<file path="src/rtl/readback_pkg.sv">
// Shared types for the frame RAM readback sequencer: sweep states and output buffer depth.
package readback_pkg;

  typedef enum logic [2:0] {IDLE, RUN, DRAIN, DONE, REARM} state_t;

  localparam int BUF_DEPTH = 2;

endpackage

</file>
<file path="src/rtl/readback_fifo2.sv">
// Two-entry FIFO of {last, data} that absorbs the RAM read latency under backpressure.
module readback_fifo2
  import readback_pkg::*;
#(
  parameter int W = 25
) (
  input  logic         clk,
  input  logic         reset,
  input  logic         i_push,
  input  logic [W-1:0] i_push_data,
  input  logic         i_pop,
  output logic [W-1:0] o_head,
  output logic [1:0]   o_occ
);

  logic [W-1:0] r_mem [BUF_DEPTH];
  logic         r_wr_ptr;
  logic         r_rd_ptr;
  logic [1:0]   r_occ;
  logic         w_pop;

  assign w_pop = i_pop && (r_occ != 2'd0);

  always_ff @(posedge clk) begin
    if (i_push) begin
      r_mem[r_wr_ptr] <= i_push_data;
    end
  end

  always_ff @(posedge clk) begin
    if (reset) begin
      r_wr_ptr <= 1'b0;
      r_rd_ptr <= 1'b0;
      r_occ    <= 2'd0;
    end else begin
      if (i_push) begin
        r_wr_ptr <= ~r_wr_ptr;
      end
      if (w_pop) begin
        r_rd_ptr <= ~r_rd_ptr;
      end
      case ({i_push, w_pop})
        2'b10:   r_occ <= r_occ + 2'd1;
        2'b01:   r_occ <= r_occ - 2'd1;
        default: r_occ <= r_occ;
      endcase
    end
  end

  assign o_head = r_mem[r_rd_ptr];
  assign o_occ  = r_occ;

  // The upstream issue rule must guarantee room for every returning read.
  a_no_push_when_full: assert property (@(posedge clk) disable iff (reset)
    i_push |-> (r_occ < 2'(BUF_DEPTH)));

endmodule

</file>
<file path="src/rtl/readback_sequencer.sv">
// Sweeps the frame RAM once per rising start level and streams the words out over valid/ready.
module readback_sequencer
  import readback_pkg::*;
#(
  parameter int NUM_WORDS = 2048,
  parameter int ADDR_W    = 11,
  parameter int DATA_W    = 24
) (
  input  logic              clk,
  input  logic              reset,
  input  logic              i_start,
  output logic              o_rd_en,
  output logic [ADDR_W-1:0] o_rd_addr,
  input  logic [DATA_W-1:0] i_rd_data,
  output logic [DATA_W-1:0] o_out_data,
  output logic              o_out_valid,
  input  logic              i_out_ready,
  output logic              o_out_last,
  output logic              o_busy,
  output logic              o_done
);

  localparam logic [ADDR_W-1:0] LAST_ADDR = ADDR_W'(NUM_WORDS - 1);

  state_t            r_state;
  state_t            w_next;
  logic [ADDR_W-1:0] r_addr;
  logic [ADDR_W-1:0] r_last_addr;
  logic              r_inflight;
  logic              r_inflight_last;
  logic [1:0]        w_occ;
  logic [DATA_W:0]   w_head;
  logic              w_valid;
  logic              w_pop;
  logic              w_issue;
  logic [2:0]        w_pending;

  assign w_valid   = (w_occ != 2'd0);
  assign w_pop     = w_valid && i_out_ready;
  // Words that will occupy the buffer next cycle if nothing new is issued now.
  assign w_pending = {1'b0, w_occ} + {2'b00, r_inflight} - {2'b00, w_pop};

  always_comb begin
    w_next  = r_state;
    w_issue = 1'b0;
    case (r_state)
      IDLE:  if (i_start) w_next = RUN;
      RUN: begin
        w_issue = (w_pending < 3'(BUF_DEPTH));
        if (w_issue && (r_addr == LAST_ADDR)) w_next = DRAIN;
      end
      DRAIN: if (!r_inflight && (w_occ == 2'd0)) w_next = DONE;
      DONE:  w_next = REARM;
      REARM: if (!i_start) w_next = IDLE;
      default: w_next = IDLE;
    endcase
  end

  always_ff @(posedge clk) begin
    if (reset) begin
      r_state         <= IDLE;
      r_addr          <= '0;
      r_last_addr     <= '0;
      r_inflight      <= 1'b0;
      r_inflight_last <= 1'b0;
    end else begin
      r_state         <= w_next;
      r_inflight      <= w_issue;
      r_inflight_last <= w_issue && (r_addr == LAST_ADDR);
      if ((r_state == IDLE) && i_start) begin
        r_addr <= '0;
      end else if (w_issue) begin
        r_addr      <= r_addr + ADDR_W'(1);
        r_last_addr <= r_addr;
      end
    end
  end

  readback_fifo2 #(.W(DATA_W + 1)) u_fifo (
    .clk        (clk),
    .reset      (reset),
    .i_push     (r_inflight),
    .i_push_data({r_inflight_last, i_rd_data}),
    .i_pop      (w_pop),
    .o_head     (w_head),
    .o_occ      (w_occ)
  );

  assign o_rd_en     = w_issue;
  assign o_rd_addr   = w_issue ? r_addr : r_last_addr;
  assign o_out_valid = w_valid;
  assign o_out_data  = w_valid ? w_head[DATA_W-1:0] : '0;
  assign o_out_last  = w_valid && w_head[DATA_W];
  assign o_busy      = (r_state == RUN) || (r_state == DRAIN);
  assign o_done      = (r_state == DONE);

endmodule

</file>
<file path="config.mk">
export PLATFORM = sky130hd
export DESIGN_NAME = readback_sequencer
export DESIGN_NICKNAME = d
export VERILOG_FILES = /design/src/rtl/readback_pkg.sv /design/src/rtl/readback_fifo2.sv /design/src/rtl/readback_sequencer.sv
export SDC_FILE = /design/constraint.sdc
export NUM_CORES = 1
export LEC_CHECK = 0
export CORE_ASPECT_RATIO = 1.4
export CORE_MARGIN = 5
export CORE_UTILIZATION = 45
export CTS_CLUSTER_DIAMETER = 30
export DETAILED_ROUTE_END_ITERATION = 10
export PLACE_DENSITY_LB_ADDON = 0.3
export SLEW_MARGIN = 15
export SYNTH_ARGS = -nofsm -noshare
export SYNTH_HDL_FRONTEND = slang
export SYNTH_SLANG_ARGS = --single-unit
</file>
<file path="constraint.sdc">
create_clock -name clk -period 4.05 [get_ports clk]
set_input_delay 0.405 -clock clk [delete_from_list [all_inputs] [get_ports clk]]
set_output_delay 0.405 -clock clk [all_outputs]
set_load 0.01 [all_outputs]
</file>
==> results of run 1 <==
[final timing paths]
kind,end
worst min-delay path,u_fifo.r_mem[0][24]
worst min register to register,u_fifo.r_mem[0][24]
worst max-delay path,o_rd_addr[2]
worst max register to register,r_addr[9]
[per-layer routing]
layer / track usage / vias to the layer above
li1: - / 1067
met1: 0.158 / 1013
met2: 0.256 / 60
met3: 0.0370 / 11
met4: 0.0796 / 0
met5: 0 / -
[synthesized netlist by cell type, types with 2 or more instances]
| cell | n |
|---|---|
| sky130_fd_sc_hd__edfxtp_1 | 50 |
| sky130_fd_sc_hd__nor2_1 | 43 |
| sky130_fd_sc_hd__dfxtp_1 | 32 |
| sky130_fd_sc_hd__mux2i_1 | 26 |
| sky130_fd_sc_hd__nor2b_1 | 13 |
| sky130_fd_sc_hd__mux2_2 | 11 |
| sky130_fd_sc_hd__nand2_1 | 7 |
| sky130_fd_sc_hd__nand4_1 | 6 |
| sky130_fd_sc_hd__clkbuf_1 | 5 |
| sky130_fd_sc_hd__xor2_1 | 5 |
| sky130_fd_sc_hd__a21oi_1 | 4 |
| sky130_fd_sc_hd__buf_2 | 4 |
| sky130_fd_sc_hd__inv_1 | 4 |
| sky130_fd_sc_hd__nand3_1 | 4 |
| sky130_fd_sc_hd__or4_1 | 4 |
| sky130_fd_sc_hd__xnor2_1 | 4 |
| sky130_fd_sc_hd__ha_1 | 3 |
| sky130_fd_sc_hd__nor3_1 | 3 |
| sky130_fd_sc_hd__o211ai_1 | 3 |
| sky130_fd_sc_hd__o21ai_0 | 3 |
| sky130_fd_sc_hd__or3_1 | 3 |
| sky130_fd_sc_hd__and2_1 | 2 |
| sky130_fd_sc_hd__and3_1 | 2 |
| sky130_fd_sc_hd__o31ai_1 | 2 |
| sky130_fd_sc_hd__or2_2 | 2 |
[state kept, by name, indices dropped and copies added, names as in the netlist, named ones only]
name and count:
u_fifo.o_occ 2, r_state 3, u_fifo.r_wr_ptr 1, r_addr 11, u_fifo.r_mem 50, r_inflight 1
r_last_addr 11, r_inflight_last 1, u_fifo.r_rd_ptr 1
[worst reg2reg max path, delay by kind of cell (launching register included)]
family / cells / cell delay (ps)
AO/OA/AOI/OAI: 1 / 150
buffers and inverters: 1 / 80
AND/OR/NAND/NOR: 6 / 1620
adder cells (fa/ha/maj): 2 / 880
flip-flops: 1 / 390
[where the power goes]
part | internal (mW) | switching [mW]
Sequential | 0.962 | 0.0378
Clock | 0.349 | 0.275
Combinational | 0.367 | 0.367
Total | 1.68 | 0.679
[logic make-up after synthesis]
group / count (synthesis)
compound gates: 15
xor+xnor: 10
fa+ha+maj: 4
buf+inv: 15
flops: 82
mux: 37
simple gates: 95
[area by class of cell]
| cell class | count | share of cell area |
|---|---|---|
| Clock buffer | 12 | 0.0313 |
| Clock inverter | 4 | 0.0177 |
| Inverter | 4 | 0.00347 |
| Multi-Input combinational cell | 161 | 0.262 |
| Sequential cell | 82 | 0.496 |
| Tap cell | 97 | 0.0281 |
| Timing Repair Buffer | 71 | 0.162 |
[stage by stage]
stage	utilization	hold WS [ps]
finish	0.591	443
global route	0.591	446
CTS	0.591	448
detailed placement	0.562	427
global placement	0.562	406
floorplan	-	404
==> summary.md, run 1 <==
The area share of the largest cell type after synthesis was 0.450. The H-tree depth reported by CTS is 3, and the met3 wire length is 292 um. The count of cell instances traversed by the critical path was 10. The critical path is of the reg2out type. The worst path needs 3760 ps of the cycle, external delays included. Summing every instance area after synthesis gives 0.00334 mm^2. The detailed router put a total of 2660 um of wire on met1. The main combinational cell family by area after synthesis was simple AND/OR/NAND/NOR gates. The count of buffers added on input and output ports is 67.

TritonCTS built the clock tree. After global routing the overflow that remains totals 0. The tools report the startpoint of the worst-slack reg-to-reg timing path as u_fifo.o_occ[1]. Summing over every cut layer, the via total after detailed routing is 2151. The number of cells on the worst hold path came out at 0. Leaving out fill and tap cells, the most frequent cell in the layout is sky130_fd_sc_hd__clkdlybuf4s50_1.

Sorting the synthesized cells by area gives the leading types as sky130_fd_sc_hd__edfxtp_1, sky130_fd_sc_hd__dfxtp_1, sky130_fd_sc_hd__mux2i_1. From left edge to right edge, the die measures 82.8 um. Commonest register cell after synthesis: sky130_fd_sc_hd__edfxtp_1.

Before CTS, the worst setup slack after placement is 457 ps. The logs give 2243 for the via count of the first global-routing pass and 290 for the net count after synthesis. The run finished with clean final reports.

At the pin with the least slew margin, the transition time is 835 ps. Once placement finished, the instance area stood at 0.00411 mm^2. After layout, the design draws a total of 2.36 mW.

The number of rows in the core area is 37, and the worst stage delay on the critical path is 540 ps. The fraction of the mapped netlist area in adder cells was 0.0172; the static leakage was 1.49 nW. The initial core utilization came out at 0.457.

In this run, synthesis inferred 50 flip-flops with an integrated enable. Setup repair after global routing left no endpoint under its margin. The number of hold violations in the final report was 0. The largest fanout on the critical path was 17; the filler cell count in the final layout was 641. CTS saw 82 sinks. Compared with the post-synthesis result, the final layout area differs by 29.4%.

Setup violations remaining at the end of the flow were counted as 0. The share of flip-flops with an asynchronous set or reset after synthesis is 0, and the synthesized flop and latch total is 82. The violation count after the first detailed-route iteration came out at 71.

Final routed DRC violation total: 0. The critical path contains buffers and inverters numbering 2 combined. The die is 112 um tall. The worst-case IR drop observed on VDD is 0.000248 V. At the end of routability-driven placement, the weighted congestion stood at 0.809.

The slowest cell on the critical path was sky130_fd_sc_hd__clkdlybuf4s50_1. Synthesis handed over a netlist of 258 instances. The region available for standard cell placement spans 0.00731 mm^2.

Across the whole layout, storage elements account for 0.00214 mm^2. The layout net count was 361. The tools report the wire length of the first global-routing pass as 10700 um. The repair_antennas step left the layout with diodes totalling 0. Post-synthesis share of cell area spent on and, or, nand and nor gates: 0.147. The sum of met2 wire segment lengths after detailed routing is 3320 um. Entering global routing, the biggest net connects 26 pins.

Sequential cell area fraction in the yosys report: 0.641. The average vias per placed instance is 4.99. Derived from the worst setup path, the maximum achievable clock frequency is 0.266 GHz. For the quantity of hold-fixing buffers added after cts, the log shows 0.

Number of primary I/O pins: 68. In the layout the commonest cells are sky130_fd_sc_hd__clkdlybuf4s50_1, sky130_fd_sc_hd__edfxtp_1, sky130_fd_sc_hd__nor2_1. Routed signal wires occupy layers up through met4. The fraction of synthesized cell area in xor and xnor cells was 0.0285; the max capacitance violation total was 0. The tools report the number of slew-limit violations in the final report as 0. After routing the design area is 0.00432 mm^2.

Register-to-register setup slack: 860 ps. The gate family responsible for the most delay along the worst path is simple AND/OR/NAND/NOR gates. The worst setup path is launched from a register. The first TritonRoute pass finished after 4 iterations. The area enclosed by the die boundary is 0.00927 mm^2, and the number of buffers added by the clock tree synthesis step is 9.

The wire-length estimate of the detail-placed layout is 4340 um. The number of gates resized after CTS is 0, and the setup total negative slack is 0 ps. After detailed routing, the average wire length per cell comes to 14.8 um.

Data arrives at the worst endpoint at 3360 ps. Clock-pin slew was measured on the worst setup and hold paths at 80 ps. For the relative max-transition margin, the log shows 0.441. The clock reaches the later pin of the worst-skew pair after 350 ps. The type of the most critical hold path was reg2reg. The worst register-to-register path has a depth of 10. The endpoint class of the critical path was a primary output. The finished layout holds 431 standard cells, fillers aside. Traced cell by cell, the critical path runs through nor2_2 > inv_1 > and2_1 > ha_1 > nand2b_1 > fa_1 > xnor2_2 > nand3_4 > mux2_2 > clkdlybuf4s50_1. In this run, distinct cell masters in the synthesized netlist total 38.

Power spread over the standard cell area amounts to 545 mW/mm^2. The logs give 6390 um for the detailed-route wire length and 0 for the yosys synthesis warning count. Summing all multi-input logic gate instances after layout gives 0.00113 mm^2. The area fraction in compound gates after synthesis is 0.0288. sky130_fd_sc_hd__edfxtp_1 takes more of the synthesized area than any other cell. The worst path meets setup with 288 ps of slack. The per-instance average area after synthesis was 12.9 um^2. The buffer depth of the longest clock path is 2, and the fraction of final layout cells sized beyond drive strength 1 is 0.108. Tracing the worst setup path back leads to its startpoint at u_fifo.o_occ[1]. The mux contribution to synthesized area came out at 0.115. The combined global-route utilization of all metal layers was 0.145. The final period utilization came out at 0.929.

On the final layout, the worst clock skew is 5.31 ps. For the instance count after placement with tap cells included, the log shows 415. The root buffer cell chosen for the clock tree is sky130_fd_sc_hd__clkbuf_8. Once the clock tree was built, the setup fixing pass inserted 0 buffers. The tools report the number of nets still failing antenna checks after routing as 0.

At the worst endpoint, the required time is 3640 ps. In this run the most critical hold path is launched from r_inflight_last. For the initial antenna violation count, the log shows 0.
(Power assumes the default switching activity.)
==> run 2: changes to the inputs <==
--- a/config.mk
+++ b/config.mk
@@ -5,6 +5,7 @@
 export SDC_FILE = /design/constraint.sdc
 export NUM_CORES = 1
 export LEC_CHECK = 0
+export CAP_MARGIN = 20
 export CORE_ASPECT_RATIO = 1.4
 export CORE_MARGIN = 5
 export CORE_UTILIZATION = 45
==> summary.md, run 2 (same netlist as run 1, synthesis figures left out) <==
The static leakage came out at 1.49 nW (+0.19%). The maximum operating frequency was 0.265 GHz (-0.26%); the average vias per placed instance was 5.05 (+1.1%). The number of hold violations in the final report was 0 (unchanged). The layout overhead on the synthesized area was 29.8%; the largest fanout on the critical path was 17 (unchanged). The logs give 2180 (+1.3%) for the total number of vias and 0 (unchanged) for the buffers inserted during post-CTS setup optimization. The path class of the tightest hold or removal check is reg2reg. For the core region area, the log shows 0.00731 mm^2 (unchanged). The logs give 432 (+0.23%) for the number of standard cells in the layout, taps in and fillers out and 0 (unchanged) for the number of gates resized after CTS.

The port buffer count was 67 (unchanged); the shortest period the worst path allows was 3770 ps (+9.66 ps). Relative max-transition margin: 0.441 (-0.000637). The via count of the first global-routing pass is 2284 (+1.8%), and the setup total negative slack is 0 ps (unchanged). The tools report the instance count after placement with tap cells included as 416 (+0.24%).

STA classifies the critical path startpoint as a register. The number of clock sinks came out at 82 (unchanged). For the area of all placed cells without fillers, the log shows 0.00433 mm^2 (+0.29%). The tools report the maximum vdd drop as 0.000359 V (+45%).

The H-tree depth reported by CTS came out at 3 (unchanged). Buffer and inverter count on the worst path: 2 (unchanged). The worst hold path begins at r_inflight_last. The instance area after placement was 0.00412 mm^2 (+0.37%); the number of nets still failing antenna checks after routing was 0 (unchanged). The filler cell count in the final layout was 630 (-1.7%); the initial core utilization was 0.457 (unchanged).

Register ranked first by flip-flop count: u_fifo.r_mem. The ratio of total power to cell area is 543 mW/mm^2 (-0.40%). Number of slew-limit violations in the final report: 0 (unchanged).

The tools report the library cell used as clock root buffer as sky130_fd_sc_hd__clkbuf_8. Required time at the endpoint of the critical path: 3640 ps (about the same). In this run the worst setup path begins at u_fifo.o_occ[1]. The critical path goes through nor2_2 > inv_1 > and2_1 > ha_1 > nand2b_1 > fa_1 > xnor2_2 > nand3_4 > mux2_2 > clkdlybuf4s50_1. The tools report the wire length of the first global-routing pass as 10800 um (+0.91%). The tools report the initial antenna violation count as 0 (unchanged).

The number of setup violations in the final report came out at 0 (unchanged). The run gives 68 (unchanged) as the number of primary I/O pins. STA classifies the critical path endpoint as a primary output.

The transition time at the pin with the least slew margin was 836 ps (+0.953 ps); the global-route congestion overflow total was 0 (unchanged). The routability congestion estimate from global placement was 0.809 (unchanged). The run gives 0 (unchanged) as the max capacitance violation total. Most common cell after layout, fill and taps aside: sky130_fd_sc_hd__clkdlybuf4s50_1. TritonCTS built the clock tree.

Final setup skew: 5.45 ps (+0.134 ps). The logs give 26 (unchanged) for the maximum number of pins on one net before global-route repair and 4 (unchanged) for the number of detailed-route iterations in the first pass. The final core utilization came out at 0.593 (+0.00171). For the final routed DRC violation total, the log shows 0 (unchanged). The HPWL reported at the end of detailed placement was 4360 um (+0.62%).

Setup repair after global routing left no endpoint under its margin. The number of antenna repair diodes was 0 (unchanged). The detailed-route wire length was 6370 um (-0.30%).

Hold slack: 441 ps (-1.92 ps). Leaving out fill and tap cells, the most frequent cells in the layout are sky130_fd_sc_hd__clkdlybuf4s50_1, sky130_fd_sc_hd__edfxtp_1, sky130_fd_sc_hd__nor2_1. The number of buffers added by the clock tree synthesis step came out at 9 (unchanged).

The combined global-route utilization of all metal layers is 0.145 (about the same), and the flip-flop count of the largest register, all copies and words added is 50 (unchanged). The post-detailed-route wirelength per cell is 14.8 um (-0.53%), and the quantity of hold-fixing buffers added after cts is 0 (unchanged). The run finished with clean final reports. The fraction of final layout cells sized beyond drive strength 1 works out to 0.107 (-0.000322).

Critical path class: reg2out. The clock latency on the worst-skew pair was 340 ps (about the same); the violation count after the first detailed-route iteration was 88 (+24%). The largest registers in the layout are u_fifo.r_mem: 50 flops, r_addr: 11 flops, r_last_addr: 11 flops. Layout net count: 362 (+0.28%). The tools report the number of rows in the core area as 37 (unchanged).

The data arrival time of the worst path is 3370 ps (about the same), and the clock-pin slew reported for the worst setup and hold paths after clock tree synthesis is 80 ps (about the same). The vertical die dimension is 112 um (unchanged), and the final period utilization is 0.931 (+0.00239). The worst register-to-register path begins at u_fifo.o_occ[1]. Area enclosed by the die boundary: 0.00927 mm^2 (unchanged). The cell family contributing the most delay on the critical path is simple AND/OR/NAND/NOR gates.

The slowest cell on the critical path is sky130_fd_sc_hd__clkdlybuf4s50_1. The buffer depth of the longest clock path was 2 (unchanged). The overall die width was 82.8 um (unchanged). Worst stage delay on the critical path: 540 ps (about the same).
## run 2: power by group
group          leakage [nW]  switching (mW)  internal (mW)
logic                 0.681           0.369          0.368
clock network        0.0972           0.272          0.345
registers             0.715          0.0381          0.962
## run 2: through the flow
stage | setup slack (ps) | total power [mW]
after global routing | 47.0 | 2.49
after global placement | 489 | 1.75
after floorplan | 845 | 1.44
final | 278 | 2.35
after detailed placement | 458 | 1.77
after CTS | 230 | 2.39
## run 2: final cells by class
type / count / area [um^2] / area share
flip-flops and latches: 82 / 2140 / 0.494
multi-input cells: 161 / 1130 / 0.261
repair buffers: 72 / 716 / 0.165
well taps: 97 / 121 / 0.0280
clock inverters: 5 / 78.8 / 0.0182
clock buffers: 11 / 131 / 0.0303
inverters: 4 / 15.0 / 0.00346
## run 2: worst paths after layout
check | end | slack (ps) | cells past startpoint
max | o_rd_addr[2] | 280 | 10
min | u_fifo.r_mem[0][24] | 440 | 0
max reg2reg | r_addr[9] | 830 | 10
min reg2reg | u_fifo.r_mem[0][24] | 440 | 0
## run 2: metal layers
| layer | vias to the layer above | wire length, um | global-route usage |
|---|---|---|---|
| met5 | - | 0 | 0 |
| met4 | 0 | 127 | 0.0676 |
| met3 | 13 | 329 | 0.0429 |
| met2 | 58 | 3300 | 0.261 |
| met1 | 1039 | 2620 | 0.156 |
| li1 | 1070 | - | - |
